--- src/rtl/uart_pkg.sv ---
// Shared types and constants for the UART transmit arbiter.
package uart_pkg;

  typedef enum logic [1:0] {
    IDLE      = 2'd0,
    WAIT_BUSY = 2'd1,
    WAIT_DONE = 2'd2
  } arb_state_t;

  localparam int UART_FRAME_CYC = 11;
  localparam int WD_CYC_DEFAULT = 4;

endpackage

--- src/rtl/uart_rr_pick.sv ---
// Rotating-priority picker: the search starts one past the last winner and wraps.
module uart_rr_pick
  import uart_pkg::*;
#(
  parameter int NUM_REQ = 4,
  parameter int ID_W    = $clog2(NUM_REQ)
) (
  input  logic [NUM_REQ-1:0] req_valid,
  input  logic [ID_W-1:0]    last,
  output logic [NUM_REQ-1:0] grant,
  output logic [ID_W-1:0]    grant_idx,
  output logic               any
);

  logic [ID_W-1:0] cand_s;
  logic            hit_s;

  // Walk the candidates in priority order; the first valid one latches the grant.
  always_comb begin
    grant     = '0;
    grant_idx = '0;
    any       = 1'b0;
    cand_s    = '0;
    hit_s     = 1'b0;
    for (int k = 1; k <= NUM_REQ; k++) begin
      cand_s         = ID_W'((int'(last) + k) % NUM_REQ);
      hit_s          = ~any & req_valid[cand_s];
      grant[cand_s]  = grant[cand_s] | hit_s;
      grant_idx      = hit_s ? cand_s : grant_idx;
      any            = any | hit_s;
    end
  end

endmodule

--- src/rtl/uart_tx_arb.sv ---
// Round-robin arbiter sharing one UART transmitter between NUM_REQ byte producers.
// Optional start watchdog enabled by defining UART_TX_ARB_WATCHDOG_EN.
module uart_tx_arb
  import uart_pkg::*;
#(
  parameter int NUM_REQ = 4,
  parameter int ID_W    = $clog2(NUM_REQ),
  parameter int WD_CYC  = WD_CYC_DEFAULT
) (
  input  logic                 clk,
  input  logic                 rst,
  input  logic [NUM_REQ-1:0]   req_valid,
  input  logic [NUM_REQ*8-1:0] req_data,
  output logic [NUM_REQ-1:0]   req_ready,
  output logic                 tx_start,
  output logic [7:0]           tx_data,
  input  logic                 tx_busy,
  output logic [ID_W-1:0]      grant_id,
  output logic                 active,
  output logic                 wd_err
);

  arb_state_t state_q, state_d;
  logic [ID_W-1:0] last_q, last_d;
  logic [ID_W-1:0] grant_id_q, grant_id_d;
  logic [7:0]      tx_data_q, tx_data_d;
  logic            tx_start_q, tx_start_d;
  logic            active_q, active_d;
  logic            wd_err_q, wd_err_d;

  logic [NUM_REQ-1:0] pick_grant_s;
  logic [ID_W-1:0]    pick_idx_s;
  logic               pick_any_s;
  logic [7:0]         sel_byte_s;

`ifdef UART_TX_ARB_WATCHDOG_EN
  localparam int WD_W = $clog2(WD_CYC + 1);
  logic [WD_W-1:0] wd_cnt_q, wd_cnt_d;
`endif

  uart_rr_pick #(
    .NUM_REQ (NUM_REQ),
    .ID_W    (ID_W)
  ) u_pick (
    .req_valid (req_valid),
    .last      (last_q),
    .grant     (pick_grant_s),
    .grant_idx (pick_idx_s),
    .any       (pick_any_s)
  );

  // One-hot grant lets the byte mux be a plain AND-OR.
  always_comb begin
    sel_byte_s = 8'h00;
    for (int i = 0; i < NUM_REQ; i++) begin
      sel_byte_s = sel_byte_s | (req_data[8*i +: 8] & {8{pick_grant_s[i]}});
    end
  end

  // Next-state and handshake logic.
  always_comb begin
    state_d    = state_q;
    last_d     = last_q;
    grant_id_d = grant_id_q;
    tx_data_d  = tx_data_q;
    tx_start_d = 1'b0;
    active_d   = active_q;
    req_ready  = '0;
`ifdef UART_TX_ARB_WATCHDOG_EN
    wd_err_d   = wd_err_q;
    wd_cnt_d   = '0;
`else
    wd_err_d   = 1'b0;
`endif
    case (state_q)
      IDLE: begin
        req_ready = rst ? '0 : pick_grant_s;
        if (pick_any_s) begin
          tx_data_d  = sel_byte_s;
          tx_start_d = 1'b1;
          grant_id_d = pick_idx_s;
          last_d     = pick_idx_s;
          active_d   = 1'b1;
          state_d    = WAIT_BUSY;
        end else begin
          state_d    = IDLE;
        end
      end
      WAIT_BUSY: begin
        if (tx_busy) begin
          state_d = WAIT_DONE;
        end
`ifdef UART_TX_ARB_WATCHDOG_EN
        else if (wd_cnt_q == WD_W'(WD_CYC - 1)) begin
          state_d  = IDLE;
          active_d = 1'b0;
          wd_err_d = 1'b1;
        end else begin
          wd_cnt_d = wd_cnt_q + 1'b1;
        end
`else
        else begin
          state_d = WAIT_BUSY;
        end
`endif
      end
      WAIT_DONE: begin
        if (!tx_busy) begin
          active_d = 1'b0;
          state_d  = IDLE;
        end else begin
          state_d  = WAIT_DONE;
        end
      end
      default: begin
        active_d = 1'b0;
        state_d  = IDLE;
      end
    endcase
  end

  // State and output registers.
  always_ff @(posedge clk) begin
    if (rst) begin
      state_q    <= IDLE;
      last_q     <= ID_W'(NUM_REQ - 1);
      grant_id_q <= '0;
      tx_data_q  <= 8'h00;
      tx_start_q <= 1'b0;
      active_q   <= 1'b0;
      wd_err_q   <= 1'b0;
`ifdef UART_TX_ARB_WATCHDOG_EN
      wd_cnt_q   <= '0;
`endif
    end else begin
      state_q    <= state_d;
      last_q     <= last_d;
      grant_id_q <= grant_id_d;
      tx_data_q  <= tx_data_d;
      tx_start_q <= tx_start_d;
      active_q   <= active_d;
      wd_err_q   <= wd_err_d;
`ifdef UART_TX_ARB_WATCHDOG_EN
      wd_cnt_q   <= wd_cnt_d;
`endif
    end
  end

  assign tx_start = tx_start_q;
  assign tx_data  = tx_data_q;
  assign grant_id = grant_id_q;
  assign active   = active_q;
  assign wd_err   = wd_err_q;

endmodule
--- config.mk ---
export PLATFORM = sky130hd
export DESIGN_NAME = uart_tx_arb
export DESIGN_NICKNAME = d
export VERILOG_FILES = /design/src/rtl/uart_pkg.sv /design/src/rtl/uart_rr_pick.sv /design/src/rtl/uart_tx_arb.sv
export SDC_FILE = /design/constraint.sdc
export NUM_CORES = 1
export LEC_CHECK = 0
export CELL_PAD_IN_SITES_DETAIL_PLACEMENT = 1
export CELL_PAD_IN_SITES_GLOBAL_PLACEMENT = 1
export CORE_ASPECT_RATIO = 2
export CORE_MARGIN = 2
export CORE_UTILIZATION = 34
export DETAILED_ROUTE_END_ITERATION = 12
export PLACE_DENSITY_LB_ADDON = 0.1
export SYNTH_ARGS = -nofsm -noshare
export SYNTH_HDL_FRONTEND = slang
export SYNTH_SLANG_ARGS = --single-unit
--- constraint.sdc ---
create_clock -name clk -period 5 [get_ports clk]
set_clock_uncertainty 0.15 [all_clocks]
set_input_delay 0.5 -clock clk [delete_from_list [all_inputs] [get_ports clk]]
set_output_delay 0.5 -clock clk [all_outputs]
set_load 0.02 [all_outputs]
==> results.md <==
Run status:
- The flow ran to the end, and the final reports show no timing, DRC or antenna violations.

Die:
- The floorplan has 36 rows.
- 56 I/O pins were placed.
- The starting utilization of the core area is 0.3524.
- The total core area is about 4900 um^2.
- The die width is ~54 um.
- The die height is between 100 and 150 um.
- The floorplan die area is between 5000 and 6000 um^2.

Clock tree:
- The post-CTS setup buffer count is 0.
- The clock latency on the worst-skew pair is between 0.2 and 0.3 ns.
- The number of buffers added by the clock tree synthesis step is 3.
- The register clock-pin slew on the reported worst setup and hold paths is around 0.07 ns.
- In this run the number of H-tree levels came out at 1.
- Clock tree synthesis selected as its root buffer the cell sky130_fd_sc_hd__clkbuf_8.
- The clock passes through at most 2 buffers.
- The clock drives 16 sinks.
- The clock tree from TritonCTS is built.
- Once the clock tree was built, the resizer swapped 0 gates to a different size.
- Buffers inserted to repair hold after CTS numbered 0.

Logic synthesis:
- The count of unique library cells instantiated by Yosys is a little under 60.
- The mapped netlist covers 1730 um^2.
- The number of synthesis warnings is 0.
- For this run, asynchronously set or reset flops after synthesis account for 0.
- Counting every instance in the synthesized netlist gives around 200.
- In this run, synthesis produced a sequential element count of 16.
- The flip-flop cell with the highest count after synthesis is sky130_fd_sc_hd__dfxtp_1.
- The sequential-to-total area share from yosys stat is 0.1851.
- A synthesized cell averages between 8 and 9 um^2.
- Synthesis produced a netlist with a net count of about 250.
- Counting flops with a built-in enable in the synthesized netlist gives 0.

Critical path:
- Walking the worst path, the cells encountered are buf_4, inv_1, buf_4, ha_1, mux4_1, mux2_4, a2111oi_2, o21ai_2, a2111oi_2, a211oi_2, nor2b_1, clkdlybuf4s50_1.
- In this run the critical register-to-register path is captured at tx_data[0].
- Measured in cells, the most critical reg-to-reg path has a length of 12.
- The maximum fanout count along the critical path is 9.
- For the worst setup path, the data required time is ~4.4 ns.
- The reg2reg setup slack is 1.27 ns.
- The worst setup path is launched from a flip-flop.
- For this design, the slowest cell found on the critical path is sky130_fd_sc_hd__clkdlybuf4s50_1.
- The classification of the worst setup path is reg2out.
- The worst endpoint data arrival time is 4.10 ns.
- The category of the worst setup path capture point is an output pin.
- The maximum single-stage delay on the critical path is roughly 0.54 ns.
- The worst register-to-register path begins at last_q[0].

Pwr:
- In this run the static leakage power is roughly 0.0009 uW.
- Of the total power, combinational logic draws 0.816.
- The switching power total is between 900 and 1000 uW.
- The total internal power is roughly 840 uW.
- The sequential share of power is 0.115.
- The proportion of power drawn by the clock network is 0.069.
- The switching share of power is 0.5222.
- The largest vdd supply drop is 377.9 uV.
- The power per unit of standard cell area is between 700 and 800 nW/um^2.

Cells and area:
- The net count of the finished layout is a little over 300.
- The repair_antennas step left the layout with diodes totalling 0.
- The fraction of final layout cells sized beyond drive strength 1 is 0.1732.
- Counting the fill cells in the layout gives between 500 and 600.
- The area growth from synthesis to final layout is 36.73%.

STA:
- In the finished design, the share of the clock period the worst path needs comes to 0.9492.
- Timing would allow up to between 0.2 and 0.25 GHz.
- The number of failing setup endpoints in the final timing report is 0.
- The total count of hold-check failures in the final report is 0.
- The measured slew at the worst slew-check pin is ~0.7 ns.
- The aggregate negative setup slack is 0 ns.
- The number of pins with negative max-slew slack in the final report is 0.
- Setup repair after global routing left no endpoint under its margin.
- Across all hold checks on the routed design, the worst slack comes to 0.3112 ns.
- The worst path needs between 4 and 5 ns of the cycle, external delays included.
- The headroom to the max-slew limit is 0.5390.

GRT:
- The overall global routing resource usage is 0.2122.
- The total overflow left after global routing is 0.
- The initial antenna violation count was 0.
- Entering global routing, the biggest net connects 19 pins.
- The first global-routing pass estimated between 9 and 10 mm of wire.
- The number of global-route vias before repair is around 1900.

Worst hold path:
- The class of the tightest hold or removal check is reg2reg.
- The cell count of the worst hold path is 2.
- The destination of the worst hold path is active.
- The startpoint identified for the worst hold timing path is active.

Routing:
- The via count is about 1800.
- For this block, the routed nets add up to roughly 5.6 mm of wire.
- The violation count after the first detailed-route iteration is 35.
- The routed wire length per instance is 18.12 um.
- The first TritonRoute pass finished after 5 iterations.
- For this run, design rule violations remaining after detail routing come to 0.
- After detailed routing, the number of vias per cell comes to 5.756.
- In this run the remaining antenna-violating nets after routing total 0.

Placed design:
- The routability congestion estimate is ~0.8.
- During placement, the flow inserted port buffers numbering between 50 and 60.
- The HPWL after detailed placement is 4.658 mm.

Flow run:
- Across the run, the number of max-cap violations was 0.
==> routing by layer <==
layer | GRT usage | up-vias | share of wire
met3 | 0.03000 | 13 | 0.037
met2 | 0.3976 | 53 | 0.58
met1 | 0.2194 | 861 | 0.36
li1 | - | 863 | -
met5 | 0 | - | 0
met4 | 0.07500 | 0 | 0.027
==> layout by cell type (no fill, tap or decap), types with 2 or more instances in the layout <==
cell,Yosys,routed
sky130_fd_sc_hd__clkdlybuf4s50_1,0,54
sky130_fd_sc_hd__nor2_1,35,35
sky130_fd_sc_hd__a22oi_1,17,17
sky130_fd_sc_hd__dfxtp_1,16,16
sky130_fd_sc_hd__a21oi_1,11,11
sky130_fd_sc_hd__a211oi_1,11,11
sky130_fd_sc_hd__nand2_1,9,9
sky130_fd_sc_hd__buf_4,3,9
sky130_fd_sc_hd__inv_1,8,8
sky130_fd_sc_hd__ha_1,8,8
sky130_fd_sc_hd__nor2b_1,5,5
sky130_fd_sc_hd__o21ai_0,5,5
sky130_fd_sc_hd__mux4_2,4,4
sky130_fd_sc_hd__nand3_1,4,4
sky130_fd_sc_hd__nor3_1,4,4
sky130_fd_sc_hd__clkbuf_8,0,4
sky130_fd_sc_hd__nand3b_1,3,3
sky130_fd_sc_hd__a31oi_2,3,3
sky130_fd_sc_hd__or3b_2,2,2
sky130_fd_sc_hd__a21boi_2,2,2
sky130_fd_sc_hd__a2111oi_2,2,2
sky130_fd_sc_hd__o21ai_2,2,2
sky130_fd_sc_hd__a211o_1,2,2
sky130_fd_sc_hd__mux2i_1,2,2
sky130_fd_sc_hd__o21bai_1,2,2
==> registers in the layout (all words and copies together) (netlist names) <==
signal,cells
tx_data,8
grant_id,2
last_q,2
state_q,2
active,1
tx_start,1
==> stage by stage <==
stage	util	std cells	area [um^2]	total power, uW	setup WS, ns
final	0.4819	311	2366	1752	0.2542
after detailed placement	0.4707	307	2311	1643	0.4193
after CTS	0.4819	311	2366	1771	0.2260
after floorplan	-	199	1730	1244	0.8659
after global routing	0.4819	311	2366	1886	0.07268
after global placement	0.4707	307	2311	1627	0.4359
==> how the worst max path moves through the flow <==
stage	startpoint	endpoint	slack [ns]	cells after the start
2_1_floorplan	last_q[0]	req_ready[0]	0.87	11
3_3_place_gp	req_valid[2]	req_ready[3]	0.44	9
3_5_place_dp	req_valid[2]	req_ready[3]	0.42	10
4_1_cts	last_q[0]	req_ready[3]	0.23	12
5_1_grt	last_q[0]	req_ready[3]	0.07	11
6_report	last_q[0]	req_ready[3]	0.25	12
==> power groups by stage <==
stage               sequential (uW)  clock (uW)  combinational [uW]
floorplan                       252           0                 993
detailed placement              205           0                1440
CTS                             203         123                1450
global placement                205           0                1420
global route                    210         127                1550
finish                          202         120                1430
==> area by class of cell <==
| type | instances | area (um^2) | area share |
|---|---|---|---|
| timing repair buffer | 63 | 608.1 | 0.2570 |
| sequential | 16 | 320.3 | 0.1354 |
| clock buffer | 4 | 55.05 | 0.02327 |
| tap | 57 | 71.32 | 0.03014 |
| multi-input combinational | 163 | 1281 | 0.5415 |
| inverter | 8 | 30.03 | 0.01269 |
==> cell usage after synthesis (all sizes together), types with 5 or more instances <==
| cell type | number | area, um^2 |
|---|---|---|
| a211oi | 13 | 115.1 |
| a21oi | 12 | 63.81 |
| a22oi | 17 | 127.6 |
| buf | 9 | 76.31 |
| dfxtp | 16 | 320.3 |
| ha | 8 | 100.1 |
| inv | 8 | 30.03 |
| mux4 | 5 | 116.4 |
| nand2 | 9 | 33.78 |
| nor2 | 36 | 137.6 |
| nor2b | 5 | 31.28 |
| o21ai | 7 | 42.54 |
==> cells by family after synthesis <==
| group | share of synthesized area |
|---|---|
| AOI/OAI and AO/OA | 0.3615 |
| xor gates and xnor gates | 0.005062 |
| adders and majority gates | 0.05785 |
| buffers and inverters | 0.07447 |
| DFF | 0.1851 |
| muxes | 0.1020 |
| other | 0.002167 |
| and+or+nand+nor | 0.2119 |
==> critical path: cells and delay by family (launching register included) <==
| kind | cells | cell delay (ns) |
|---|---|---|
| adders and majority gates | 1 | 0.24 |
| DFF | 1 | 0.33 |
| muxes | 2 | 0.87 |
| buffers and inverters | 4 | 0.96 |
| AOI/OAI and AO/OA | 4 | 1.24 |
| and+or+nand+nor | 1 | 0.18 |
Power figures use the tool's default switching activity.
